[src/rtl/dm_pkg.sv]
// Shared types and constants for the data-memory responder.
// Holds the FSM encoding, strobe constants and the read-latency range check.
package dm_pkg;

    typedef enum logic [1:0] {
        IDLE,
        RD_WAIT,
        RD_RSP,
        WR_ACK
    } dm_state_e;

    localparam logic [3:0] STRB_NONE = 4'hF;
    localparam logic [3:0] STRB_WORD = 4'h0;

    localparam int RD_LAT_MIN = 1;
    localparam int RD_LAT_MAX = 4;
    localparam int CNT_W      = 2;

    function automatic bit rd_lat_ok(input int lat);
        return (lat >= RD_LAT_MIN) && (lat <= RD_LAT_MAX);
    endfunction

endpackage

[src/rtl/dm_responder.sv]
// LSU-side responder driving a single-port active-low DM SRAM macro.
// Optional `DM_RANGE_CHK_EN adds a BASE_ADDR window check with acc_err.
module dm_responder
    import dm_pkg::*;
#(
    parameter int          ADDR_W    = 14,
    parameter int          RD_LAT    = 1,
    parameter logic [31:0] BASE_ADDR = 32'h0001_0000
) (
    input  logic              clk,
    input  logic              rst,
    input  logic [31:0]       ld_st_req_addr,
    input  logic              store_req_valid,
    output logic              store_req_ready,
    input  logic [3:0]        store_strb,
    input  logic [31:0]       store_data,
    output logic              store_data_valid,
    input  logic              load_req_valid,
    output logic              load_req_ready,
    output logic              load_data_valid,
    output logic [31:0]       load_data,
    output logic              dm_ceb,
    output logic [3:0]        dm_web,
    output logic [ADDR_W-1:0] dm_a,
    output logic [31:0]       dm_di,
    input  logic [31:0]       dm_do,
    output logic              acc_err
);

    localparam logic [CNT_W-1:0] CNT_INIT = CNT_W'(RD_LAT - 1);

    generate
        if (!rd_lat_ok(RD_LAT)) begin : g_bad_rd_lat
            $error("dm_responder: RD_LAT must be within 1..4");
        end
    endgenerate

    dm_state_e        state;
    dm_state_e        state_nxt;
    logic [CNT_W-1:0] cnt;
    logic             err_q;
    logic             idle;
    logic             st_hs;
    logic             ld_hs;
    logic             in_range;
    logic             rd_done;
    logic             unused_addr;

    assign unused_addr = ^{ld_st_req_addr[1:0], BASE_ADDR,
                           ld_st_req_addr[31:ADDR_W+2]};

`ifdef DM_RANGE_CHK_EN
    // A negative offset borrows into bit 32, so one shift covers both bounds.
    logic [32:0] offset;
    assign offset   = {1'b0, ld_st_req_addr} - {1'b0, BASE_ADDR};
    assign in_range = (offset >> (ADDR_W + 2)) == 33'd0;
`else
    assign in_range = 1'b1;
`endif

    assign idle    = (state == IDLE) && !rst;
    assign st_hs   = idle && store_req_valid;
    assign ld_hs   = idle && !store_req_valid && load_req_valid;
    assign rd_done = (state == RD_WAIT) && (cnt == '0);

    always_ff @(posedge clk) begin
        if (rst) begin
            state <= IDLE;
        end else begin
            state <= state_nxt;
        end
    end

    always_comb begin
        state_nxt = state;
        case (state)
            IDLE: begin
                if (st_hs) begin
                    state_nxt = WR_ACK;
                end else if (ld_hs) begin
                    state_nxt = RD_WAIT;
                end
            end
            RD_WAIT: begin
                if (cnt == '0) begin
                    state_nxt = RD_RSP;
                end
            end
            RD_RSP:  state_nxt = IDLE;
            WR_ACK:  state_nxt = IDLE;
            default: state_nxt = IDLE;
        endcase
    end

    always_comb begin
        store_req_ready  = idle;
        load_req_ready   = idle && !store_req_valid;
        store_data_valid = (state == WR_ACK);
        load_data_valid  = (state == RD_RSP);
`ifdef DM_RANGE_CHK_EN
        acc_err = err_q && (store_data_valid || load_data_valid);
`else
        acc_err = 1'b0;
`endif
    end

    always_comb begin
        dm_ceb = 1'b1;
        dm_web = STRB_NONE;
        dm_a   = '0;
        dm_di  = '0;
        if (st_hs || ld_hs) begin
            dm_a   = ld_st_req_addr[ADDR_W+1:2];
            dm_ceb = !in_range;
        end
        if (st_hs) begin
            dm_di = store_data;
            if (in_range) begin
                dm_web = store_strb;
            end
        end
    end

    always_ff @(posedge clk) begin
        if (rst) begin
            cnt <= '0;
        end else if (ld_hs) begin
            cnt <= CNT_INIT;
        end else if ((state == RD_WAIT) && (cnt != '0)) begin
            cnt <= cnt - 1'b1;
        end
    end

    always_ff @(posedge clk) begin
        if (rst) begin
            err_q <= 1'b0;
        end else if (st_hs || ld_hs) begin
            err_q <= !in_range;
        end
    end

    // Out-of-window loads never touched the SRAM, so return zero.
    always_ff @(posedge clk) begin
        if (rst) begin
            load_data <= '0;
        end else if (rd_done) begin
            load_data <= err_q ? 32'h0 : dm_do;
        end
    end

endmodule

[config.mk]
export PLATFORM = sky130hd
export DESIGN_NAME = dm_responder
export DESIGN_NICKNAME = d
export VERILOG_FILES = /design/src/rtl/dm_pkg.sv /design/src/rtl/dm_responder.sv
export SDC_FILE = /design/constraint.sdc
export NUM_CORES = 1
export LEC_CHECK = 0
export BUFFER_PORTS_ARGS = -buffer_cell sky130_fd_sc_hd__clkbuf_2
export CORE_AREA = 2 2 74 76
export DETAILED_ROUTE_END_ITERATION = 10
export DIE_AREA = 0 0 76 78
export PLACE_DENSITY_LB_ADDON = 0.1
export SLEW_MARGIN = 30
export SYNTH_ARGS = -nofsm -noshare
export SYNTH_HDL_FRONTEND = slang
export SYNTH_SLANG_ARGS = --single-unit
[constraint.sdc]
create_clock -name clk -period 2.5 [get_ports clk]
set_input_delay 0.25 -clock clk [delete_from_list [all_inputs] [get_ports clk]]
set_output_delay 0.25 -clock clk [all_outputs]
set_load 0.01 [all_outputs]
Word-level counts from Yosys, hierarchy flattened --
Cells that the tools add are included.
Operators by class: add/sub/neg operators 1, eq/ne operators 5, muxes and demuxes 8, reduce and logical (&&, ||, !) cells 15
Operators by type and width (count):
- $mux 32 | 1
- $mux 14 | 1
- $logic_and 1x1->1 | 6
- $mux 2 | 3
- $pmux 2 s3 | 1
- $eq 2x2->1 const B | 2
- $logic_not 2->1 | 2
- $mux 4 | 1
- $reduce_or 2->1 | 2
- $ne 3x3->1 const B | 1
- $eq 2x1->1 const B | 1
- $logic_not 1->1 | 2
- $ne 2x2->1 const B | 1
- $reduce_and 2->1 | 1
- $reduce_bool 2->1 | 1
- $sub 2x1->2 const B | 1
- $logic_or 1x1->1 | 1
- $mux 1 | 1
Word-level totals: bits in registers 36, output and inout bits 88, logic and storage cells 32

Depth between registers and ports, before layout --
Gate-level depths: netlist of the first run.
depth in word-level cells 7, depth in mapped cells 7, mapped depth without buffers 5

Worst setup path after synthesis of the first run --
No wires, ideal clock.
kind reg-to-output, start register state[1], end output dm_a[1], arrival 1.137 ns, data required time 2.250 ns, setup slack 1.113 ns, stages on the path, launching flop included 6, path through dfxtp_1 > buf_4 > nor3_4 > o21a_4 > buf_6 > and2_1
On the way: word-level cells in the longest chain between the ends 6, elaborated cells between the ends (all ways) 7
Ends and longest elaborated chain:
- start, declared | line dm_responder.sv:38 | dm_state_e state;
- start signal, assigned | line dm_responder.sv:70 | state <= state_nxt;
- $logic_not 2->1 (*) | line dm_responder.sv:61 | assign idle = (state == IDLE) && !rst;
- $logic_and 1x1->1 (*) | line dm_responder.sv:61
- $logic_and 1x1->1 (2 in a row) | line dm_responder.sv:63 | assign ld_hs = idle && !store_req_valid && load_req_valid;
- $logic_or 1x1->1 (*)
- $mux 14 (*) | line dm_responder.sv:112 | if (st_hs || ld_hs) begin
- end, declared | line dm_responder.sv:24 | output logic [ADDR_W-1:0] dm_a,
Mark *: on every way between the ends. The rest lies on a longest branch, timed or not.

Final worst setup path of the first run --
start register state[1], end output dm_di[14]
On the way: word-level cells in the longest chain between the ends 4
Ends and longest elaborated chain:
- $logic_not 2->1 | line dm_responder.sv:61
- $logic_and 1x1->1 | line dm_responder.sv:61
- $logic_and 1x1->1 | line dm_responder.sv:62 | assign st_hs = idle && store_req_valid;
- $mux 32 | line dm_responder.sv:116 | if (st_hs) begin
- end, declared | line dm_responder.sv:25 | output logic [31:0] dm_di,
No other way between the ends.

==> results of run 1 <==
area by class of cell:
class | instances | area [sq um]
fill | 500 | 2360
timing repair buffer | 177 | 911
clock buffer | 6 | 72.6
multi-input combinational | 166 | 873
sequential | 36 | 721
tap | 70 | 87.6
clock inverter | 1 | 5.00
inverter | 4 | 15.0
metrics by stage:
stage,utilization,cells,hold slack (ns)
global route,0.533,460,0.173
finish,0.533,460,0.184
floorplan,-,228,0.386
detailed placement,0.517,453,0.446
global placement,0.517,453,0.441
CTS,0.533,460,0.171
worst max-delay path, delay by kind of cell (launching register included):
kind / cells / cell delay [ns]
and+or+nand+nor: 2 / 0.56
DFF: 1 / 0.41
buffers and inverters: 2 / 0.43
power by group:
| part | internal (W) | leakage, nW | switching [W] |
|---|---|---|---|
| registers | 0.000607 | 0.293 | 0.0000224 |
| clock network | 0.000189 | 0.0410 | 0.000189 |
| logic | 0.000153 | 1.16 | 0.000168 |
| total | 0.000949 | 1.49 | 0.000379 |
state kept, by name (all words and copies together), names as in the netlist:
name and flops:
state 2, cnt 2, load_data 32
kinds of logic (layout without fill, tap and decap cells):
group / after synthesis / after routing / share of synthesized area
mux: 1 / 1 / 0.00578
xor+xnor: 1 / 1 / 0.00506
other cells: 1 / 1 / 0.00217
buf+inv: 26 / 188 / 0.0788
flops: 36 / 36 / 0.416
compound gates: 35 / 35 / 0.108
simple gates: 127 / 127 / 0.376
fa+ha+maj: 1 / 1 / 0.00723
cell usage in the layout, fill, tap and decap left out, types with 2 or more instances in the layout:
master	count
nor2_1	2
clkbuf_2	172
nand2_1	64
dfxtp_1	36
clkbuf_8	5
and3_1	32
and2_1	16
buf_4	4
nand2b_1	4
a21oi_1	32
inv_1	4
metal layers:
metal  vias up  share of wire  track usage
li1       1060              -            -
met1       872           0.40        0.200
met2        99           0.50        0.325
met3         4          0.084       0.0523
met4         0         0.0099       0.0545
met5         -              0            0
how the worst max path moves through the flow:
| stage | start | endpoint | slack [ns] | depth (start not counted) |
|---|---|---|---|---|
| final | state[1]$_SDFFE_PP0P_ | dm_di[14] | 0.57 | 4 |
| after global routing | state[1]$_SDFFE_PP0P_ | dm_di[19] | 0.40 | 4 |
| after CTS | state[1]$_SDFFE_PP0P_ | dm_di[14] | 0.54 | 4 |
| after detailed placement | state[0]$_SDFFE_PP0P_ | load_data[24]$_SDFFE_PP0P_ | 0.83 | 4 |
| after global placement | state[0]$_SDFFE_PP0P_ | load_data[25]$_SDFFE_PP0P_ | 0.85 | 4 |
| after floorplan | state[1]$_SDFFE_PP0P_ | dm_a[1] | 1.11 | 5 |
==> summary.txt, run 1 <==
Finish
  • Ant diodes: 0
  • Final instance area: 2690 sq um
  • Ratio of cells with drive above 1 in the final layout: 0.479
  • Final net count: 495
  • Layout area overhead: 55.2%

STA
  • RSZ-0062 raised after global routing: false
  • Min Tclk post-route: 1.93 ns
  • Final setup fails: 0
  • Setup TNS Final: 0 ns
  • Slew margin rel.: 0.616
  • Final Max Tran Viols: 0
  • Tcrit/Tclk final: 0.773
  • Max Fclk: 517 MHz
  • Post-route setup slack: 0.567 ns
  • Final Hold Fails: 0
  • Least-Margin Pin Slew: 0.575 ns
  • Clk_skew: 0.00486 ns

Critical path
  • R2r startpoint: state[0]$_SDFFE_PP0P_
  • Slowest cell on the critical path: dfxtp_1
  • CP Cell Sequence: nor3_4 -> buf_4 -> and3_1 -> clkbuf_2
  • Critical path type: reg -> out
  • Slowest stage delay, CP: 0.41 ns
  • Reg2Reg Capture Point: load_data[31]$_SDFFE_PP0P_
  • FF-to-FF setup slack: 0.87 ns
  • Worst setup SP type: register
  • Worst path arrival time: 1.68 ns
  • Crit path max fanout: 26
  • Reg2reg path depth: 4
  • Critical Path RT: 2.25 ns
  • Crit path capture type: output pin

Clock network
  • CTS H-tree lvls: 2
  • CTS Buf Count: 5
  • Root Driver: clkbuf_8
  • Postcts setup bufs: 0
  • Post-cts gate resize count: 0
  • Bufs on Longest Clock Path: 2
  • Clk Latency, worst-skew pair: 0.28 ns
  • CTS tree: built
  • CTS Sinks: 36
  • Hold buffers post-CTS: 0
  • Clock slew at reported path FFs: 0.07 ns

Floorplanning
  • Die height: 78 microns
  • Full die area: 5930 sq um
  • Starting Density: 0.343
  • Cell Rows: 26
  • Die Wd: 76 microns
  • Boundary Pins: 192
  • CORE AREA: 5040 sq um

Route
  • Routed Antenna Nets: 0
  • WL final: 5370 microns
  • Detailed Routing Iterations Pass 1: 4
  • DRT iter0 DRCs: 49
  • Remaining routing DRC violations: 0
  • Vias: 2035
  • Routed WL per cell: 11.7 microns
  • Vias per inst: 4.42

Pwr
  • Peak supply drop: 0.315 mV
  • Total power: 0.00133 W
  • Leakage power: 1.49 nW
  • Pwr dens: 495 nW/um^2

Logic synthesis
  • FF+latch count, synth: 36
  • Cells after Synth: 228
  • Yosys warnings: 0
  • Post-synth EDFFs: 0
  • Most common cell in the synthesized netlist: nand2_1
  • Leading area contributor after synthesis: dfxtp_1
  • Synth async-reset ratio: 0
  • Yosys top cell area share: 0.416
  • Top cells by area, synth: dfxtp_1 42%, nand2_1 14%, and3_1 12%, a21oi_1 9.3%, and2_1 5.8%
  • Syn_nets: 333
  • Post-synthesis cell area: 1730 sq um
  • Post-synth top cells: 64 x nand2_1, 36 x dfxtp_1, 32 x a21oi_1, 32 x and3_1, 16 x and2_1
  • Avg Cell Area, Syn: 7.59 sq um
  • Primary FF master, synth: dfxtp_1
  • Sequential fraction of the synthesis area: 0.416
  • Yosys cell types: 29

Hold path
  • Hold crit path type: in -> reg
  • Hold Crit Depth: 3
  • WHS Endpoint: load_data[7]$_SDFFE_PP0P_
  • HP Start: dm_do[7]

GRT
  • Total gr overflow: 0
  • First-pass GRT wire length: 8580 microns
  • Largest net degree at the start of global routing: 38
  • Vias in the first global route: 1890
  • Global-route usage over all layers: 0.178
  • Initial antenna violation count: 0

Place
  • Hpwl dp: 4180 microns
  • Setup slack at placement: 0.834 ns
  • GP Congestion: 0.761
  • Port bufs: 172
  • Placed Instance Area: 2610 sq um

Outcome
  • Outcome: complete, no violations

Job
  • Total of max-cap violations: 0
(Power assumes the default switching activity.)
==> inputs of run 2 (changes only) <==
Settings changed: ABC_AREA set to 1, CORE_AREA 2 2 74 76 to not set, CORE_UTILIZATION set to 33, DIE_AREA 0 0 76 78 to not set.
Clock period 2.5 ns to 1.6 ns, I/O delays scaled along.
==> summary.txt, run 2 <==
Finish
  • Ant diodes: 0 (unchanged)
  • FF+latch area: 726 sq um (was 721 sq um)
  • Final net count: 562 (was 495)
  • Layout area overhead: 54.7% (was 55.2%)
  • Area of the multi-input gates: 972 sq um (was 873 sq um)
  • Most common cell after layout, fill and taps aside: clkbuf_2 (unchanged)
  • Regs by FF count: load_data x32, cnt x2, state x2 (unchanged)
  • Filler cells: 575 (was 500)
  • Max FFs per register: 32 (unchanged)
  • Top reg by flops: load_data (unchanged)
  • Ratio of cells with drive above 1 in the final layout: 0.507 (was 0.479)
  • Most frequent cells in the layout: 172 x clkbuf_2, 56 x inv_1, 49 x nor2_1, 39 x nand2_1, 34 x dfxtp_1 (was 172 x clkbuf_2, 64 x nand2_1, 36 x dfxtp_1, 32 x and3_1, 32 x a21oi_1)

Critical path
  • Worst setup SP type: register (unchanged)
  • FF-to-FF setup slack: 0.29 ns (was 0.87 ns)
  • Critical Path RT: 1.44 ns (was 2.25 ns)
  • Slowest cell on the critical path: dfxtp_4 (was dfxtp_1)
  • Crit path capture type: output pin (unchanged)
  • Reg2Reg Capture Point: load_data[1]$_SDFFE_PP0P_ (was load_data[31]$_SDFFE_PP0P_)
  • Slowest stage delay, CP: 0.36 ns (was 0.41 ns)
  • CP Cell Sequence: nor2_4 -> nand3_4 -> buf_12 -> or2_1 -> clkbuf_2 (was nor3_4 -> buf_4 -> and3_1 -> clkbuf_2)
  • Critical path origin: state[0]$_SDFFE_PP0P_ (was state[1]$_SDFFE_PP0P_)
  • Critical path type: reg -> out (unchanged)
  • Setup crit end: dm_web[2] (was dm_di[14])
  • Reg2reg path depth: 7 (was 4)
  • Worst path arrival time: 1.38 ns (was 1.68 ns)
  • Crit path max fanout: 18 (was 26)
  • R2r startpoint: state[0]$_SDFFE_PP0P_ (unchanged)

Pwr
  • Int Power: 0.00158 W (was 0.000949 W)
  • Seq pwr share: 0.433 (was 0.474)
  • Sw frac: 0.318 (was 0.286)
  • Logic gate share of total power: 0.295 (was 0.241)
  • Total power: 0.00231 W (was 0.00133 W)
  • Peak supply drop: 0.452 mV (was 0.315 mV)
  • Leakage power: 1.74 nW (was 1.49 nW)
  • P_sw: 0.000735 W (was 0.000379 W)
  • Pwr dens: 750 nW/um^2 (was 495 nW/um^2)
  • Clock share of power: 0.272 (was 0.285)

Logic synthesis
  • Synth async-reset ratio: 0 (unchanged)
  • Leading area contributor after synthesis: dfxtp_1 (unchanged)
  • Main combinational cell family by area after synthesis: simple AND/OR/NAND/NOR gates (unchanged)
  • Post-synthesis mux area share: 0 (was 0.00578)
  • Post-synthesis cell area: 1990 sq um (was 1730 sq um)
  • Post-synth EDFFs: 0 (unchanged)
  • Cells after Synth: 283 (was 228)
  • Syn_nets: 388 (was 333)
  • Avg Cell Area, Syn: 7.04 sq um (was 7.59 sq um)
  • Yosys top cell area share: 0.362 (was 0.416)
  • FF+latch count, synth: 36 (unchanged)
  • Sequential fraction of the synthesis area: 0.362 (was 0.416)
  • Most common cell in the synthesized netlist: inv_1 (was nand2_1)
  • Adder-cell share of the synthesized area: 0.00628 (was 0.00723)
  • Primary FF master, synth: dfxtp_1 (unchanged)
  • Top cells by area, synth: dfxtp_1 36%, nand3_2 16%, inv_1 11%, nor2_1 9.4%, a21oi_1 8.0% (was dfxtp_1 42%, nand2_1 14%, and3_1 12%, a21oi_1 9.3%, and2_1 5.8%)
  • Xor-xnor portion of the synthesized cell area: 0 (was 0.00506)
  • Yosys cell types: 23 (was 29)
  • Simple-gate share of the synthesized area: 0.373 (was 0.376)
  • Yosys warnings: 0 (unchanged)
  • Post-synthesis compound-gate area fraction: 0.0910 (was 0.108)
  • Post-synth top cells: 56 x inv_1, 50 x nor2_1, 39 x nand2_1 (was 64 x nand2_1, 36 x dfxtp_1, 32 x a21oi_1, 32 x and3_1, 16 x and2_1)

Clock network
  • Root Driver: clkbuf_8 (unchanged)
  • Clk Latency, worst-skew pair: 0.29 ns (was 0.28 ns)
  • Clock slew at reported path FFs: 0.08 ns (was 0.07 ns)
  • Bufs on Longest Clock Path: 2 (unchanged)
  • CTS Buf Count: 5 (unchanged)
  • Hold buffers post-CTS: 0 (unchanged)
  • CTS Sinks: 36 (unchanged)
  • CTS H-tree lvls: 2 (unchanged)
  • CTS tree: built (unchanged)

Floorplanning
  • Boundary Pins: 192 (unchanged)
  • Die Wd: 79.7 microns (was 76 microns)
  • Starting Density: 0.351 (was 0.343)
  • CORE AREA: 5680 sq um (was 5040 sq um)
  • Die height: 79.7 microns (was 78 microns)
  • Full die area: 6350 sq um (was 5930 sq um)
  • Cell Rows: 27 (was 26)

STA
  • Tcrit/Tclk final: 0.961
  • Min Tclk post-route: 1.54 ns
  • Final setup fails: 0 (unchanged)
  • Post-route setup slack: 0.0623 ns (was 0.567 ns)
  • RSZ-0062 raised after global routing: false (unchanged)
  • Final Max Tran Viols: 0 (unchanged)
  • Final Hold Fails: 0 (unchanged)
  • Max Fclk: 650 MHz
  • Clk_skew: 0.0135 ns (was 0.00486 ns)
  • Setup TNS Final: 0 ns (unchanged)

Route
  • Vias: 2270 (was 2035)
  • Detailed Routing Iterations Pass 1: 4 (unchanged)
  • Routed WL per cell: 11.2 microns (was 11.7 microns)
  • Vias per inst: 4.28 (was 4.42)
  • Remaining routing DRC violations: 0 (unchanged)
  • WL final: 5910 microns (was 5370 microns)
  • DRT iter0 DRCs: 38 (was 49)
  • Routed Antenna Nets: 0 (unchanged)

Hold path
  • HP Start: dm_do[24] (was dm_do[7])
  • Hold crit path type: in -> reg (unchanged)

GRT
  • Vias in the first global route: 1964 (was 1890)
  • Initial antenna violation count: 0 (unchanged)
  • First-pass GRT wire length: 8900 microns (was 8580 microns)
  • Largest net degree at the start of global routing: 37 (was 38)
  • Total gr overflow: 0 (unchanged)
  • Global-route usage over all layers: 0.178 (about the same)

Place
  • Port bufs: 172 (unchanged)
  • GP Congestion: 0.737 (was 0.761)
  • Hpwl dp: 4460 microns (was 4180 microns)
  • Setup slack at placement: 0.264 ns (was 0.834 ns)

Job
  • Total of max-cap violations: 0 (unchanged)

Outcome
  • Outcome: complete, no violations (unchanged)
==> run 2: changes by cell type after synthesis, moves of 2 or more <==
cell,change
buf_6,+2
or2_1,+4
and2_1,-16
inv_1,+52
nand3_1,+5
nand3_2,+31
nand2b_1,-4
nand2_1,-25
nor2_1,+48
clkbuf_2,-2
and3_1,-32
==> run 2: timing repair <==
item / 4_1_cts / 5_1_grt
resized for setup: 2 / 6
pin swaps: 0 / 1
setup buffers: 0 / 3
setup endpoints to repair: 4 / 18
gates cloned: 0 / 1
==> run 2: power groups by stage <==
stage / registers (W) / clock network [W] / logic (W)
after floorplan: 0.00105 / 0 / 0.000329
after global placement: 0.00102 / 0 / 0.000645
after detailed placement: 0.00102 / 0 / 0.000653
after CTS: 0.000998 / 0.000656 / 0.000656
after global routing: 0.00101 / 0.000698 / 0.000760
final: 0.00100 / 0.000628 / 0.000682
==> run 2: logic make-up after synthesis <==
logic type | count (synthesis)
flops | 36
compound gates | 35
other cells | 1
fa+ha+maj | 1
buf+inv | 76
simple gates | 134
==> run 2: worst min path at each step <==
stage	end	slack (ns)	cells after the start
finish	load_data[24]$_SDFFE_PP0P_	0.11	3
global route	load_data[19]$_SDFFE_PP0P_	0.10	3
CTS	load_data[13]$_SDFFE_PP0P_	0.10	3
detailed placement	load_data[16]$_SDFFE_PP0P_	0.41	3
global placement	load_data[23]$_SDFFE_PP0P_	0.41	3
floorplan	load_data[0]$_SDFFE_PP0P_	0.31	2
==> run 2: area by class of cell <==
cell class | count | area share
Inverter | 57 | 0.0694
Timing Repair Buffer | 186 | 0.323
Multi-Input combinational cell | 171 | 0.315
Tap cell | 72 | 0.0292
Sequential cell | 36 | 0.235
Clock inverter | 1 | 0.00284
Clock buffer | 7 | 0.0248
==> run 2: per-layer routing <==
layer | up-vias | track usage | wire length, microns
met5 | - | 0 | 0
met4 | 0 | 0.0418 | 73
met1 | 970 | 0.204 | 2350
met3 | 11 | 0.0526 | 472
met2 | 91 | 0.320 | 3020
li1 | 1198 | - | -
==> run 2: metrics by stage <==
stage	instance area, sq um	std cells	utilization	hold WS, ns
after floorplan	1990	283	-	0.308
after global placement	2920	518	0.514	0.408
after detailed placement	2920	518	0.514	0.414
after CTS	3010	526	0.530	0.104
after global routing	3080	530	0.543	0.105
final	3080	530	0.543	0.112
==> run 2: critical path: cells and delay by family, from the launching register on <==
family / cells / cell delay, ns
flops: 1 / 0.36
simple gates: 3 / 0.44
buf+inv: 2 / 0.30
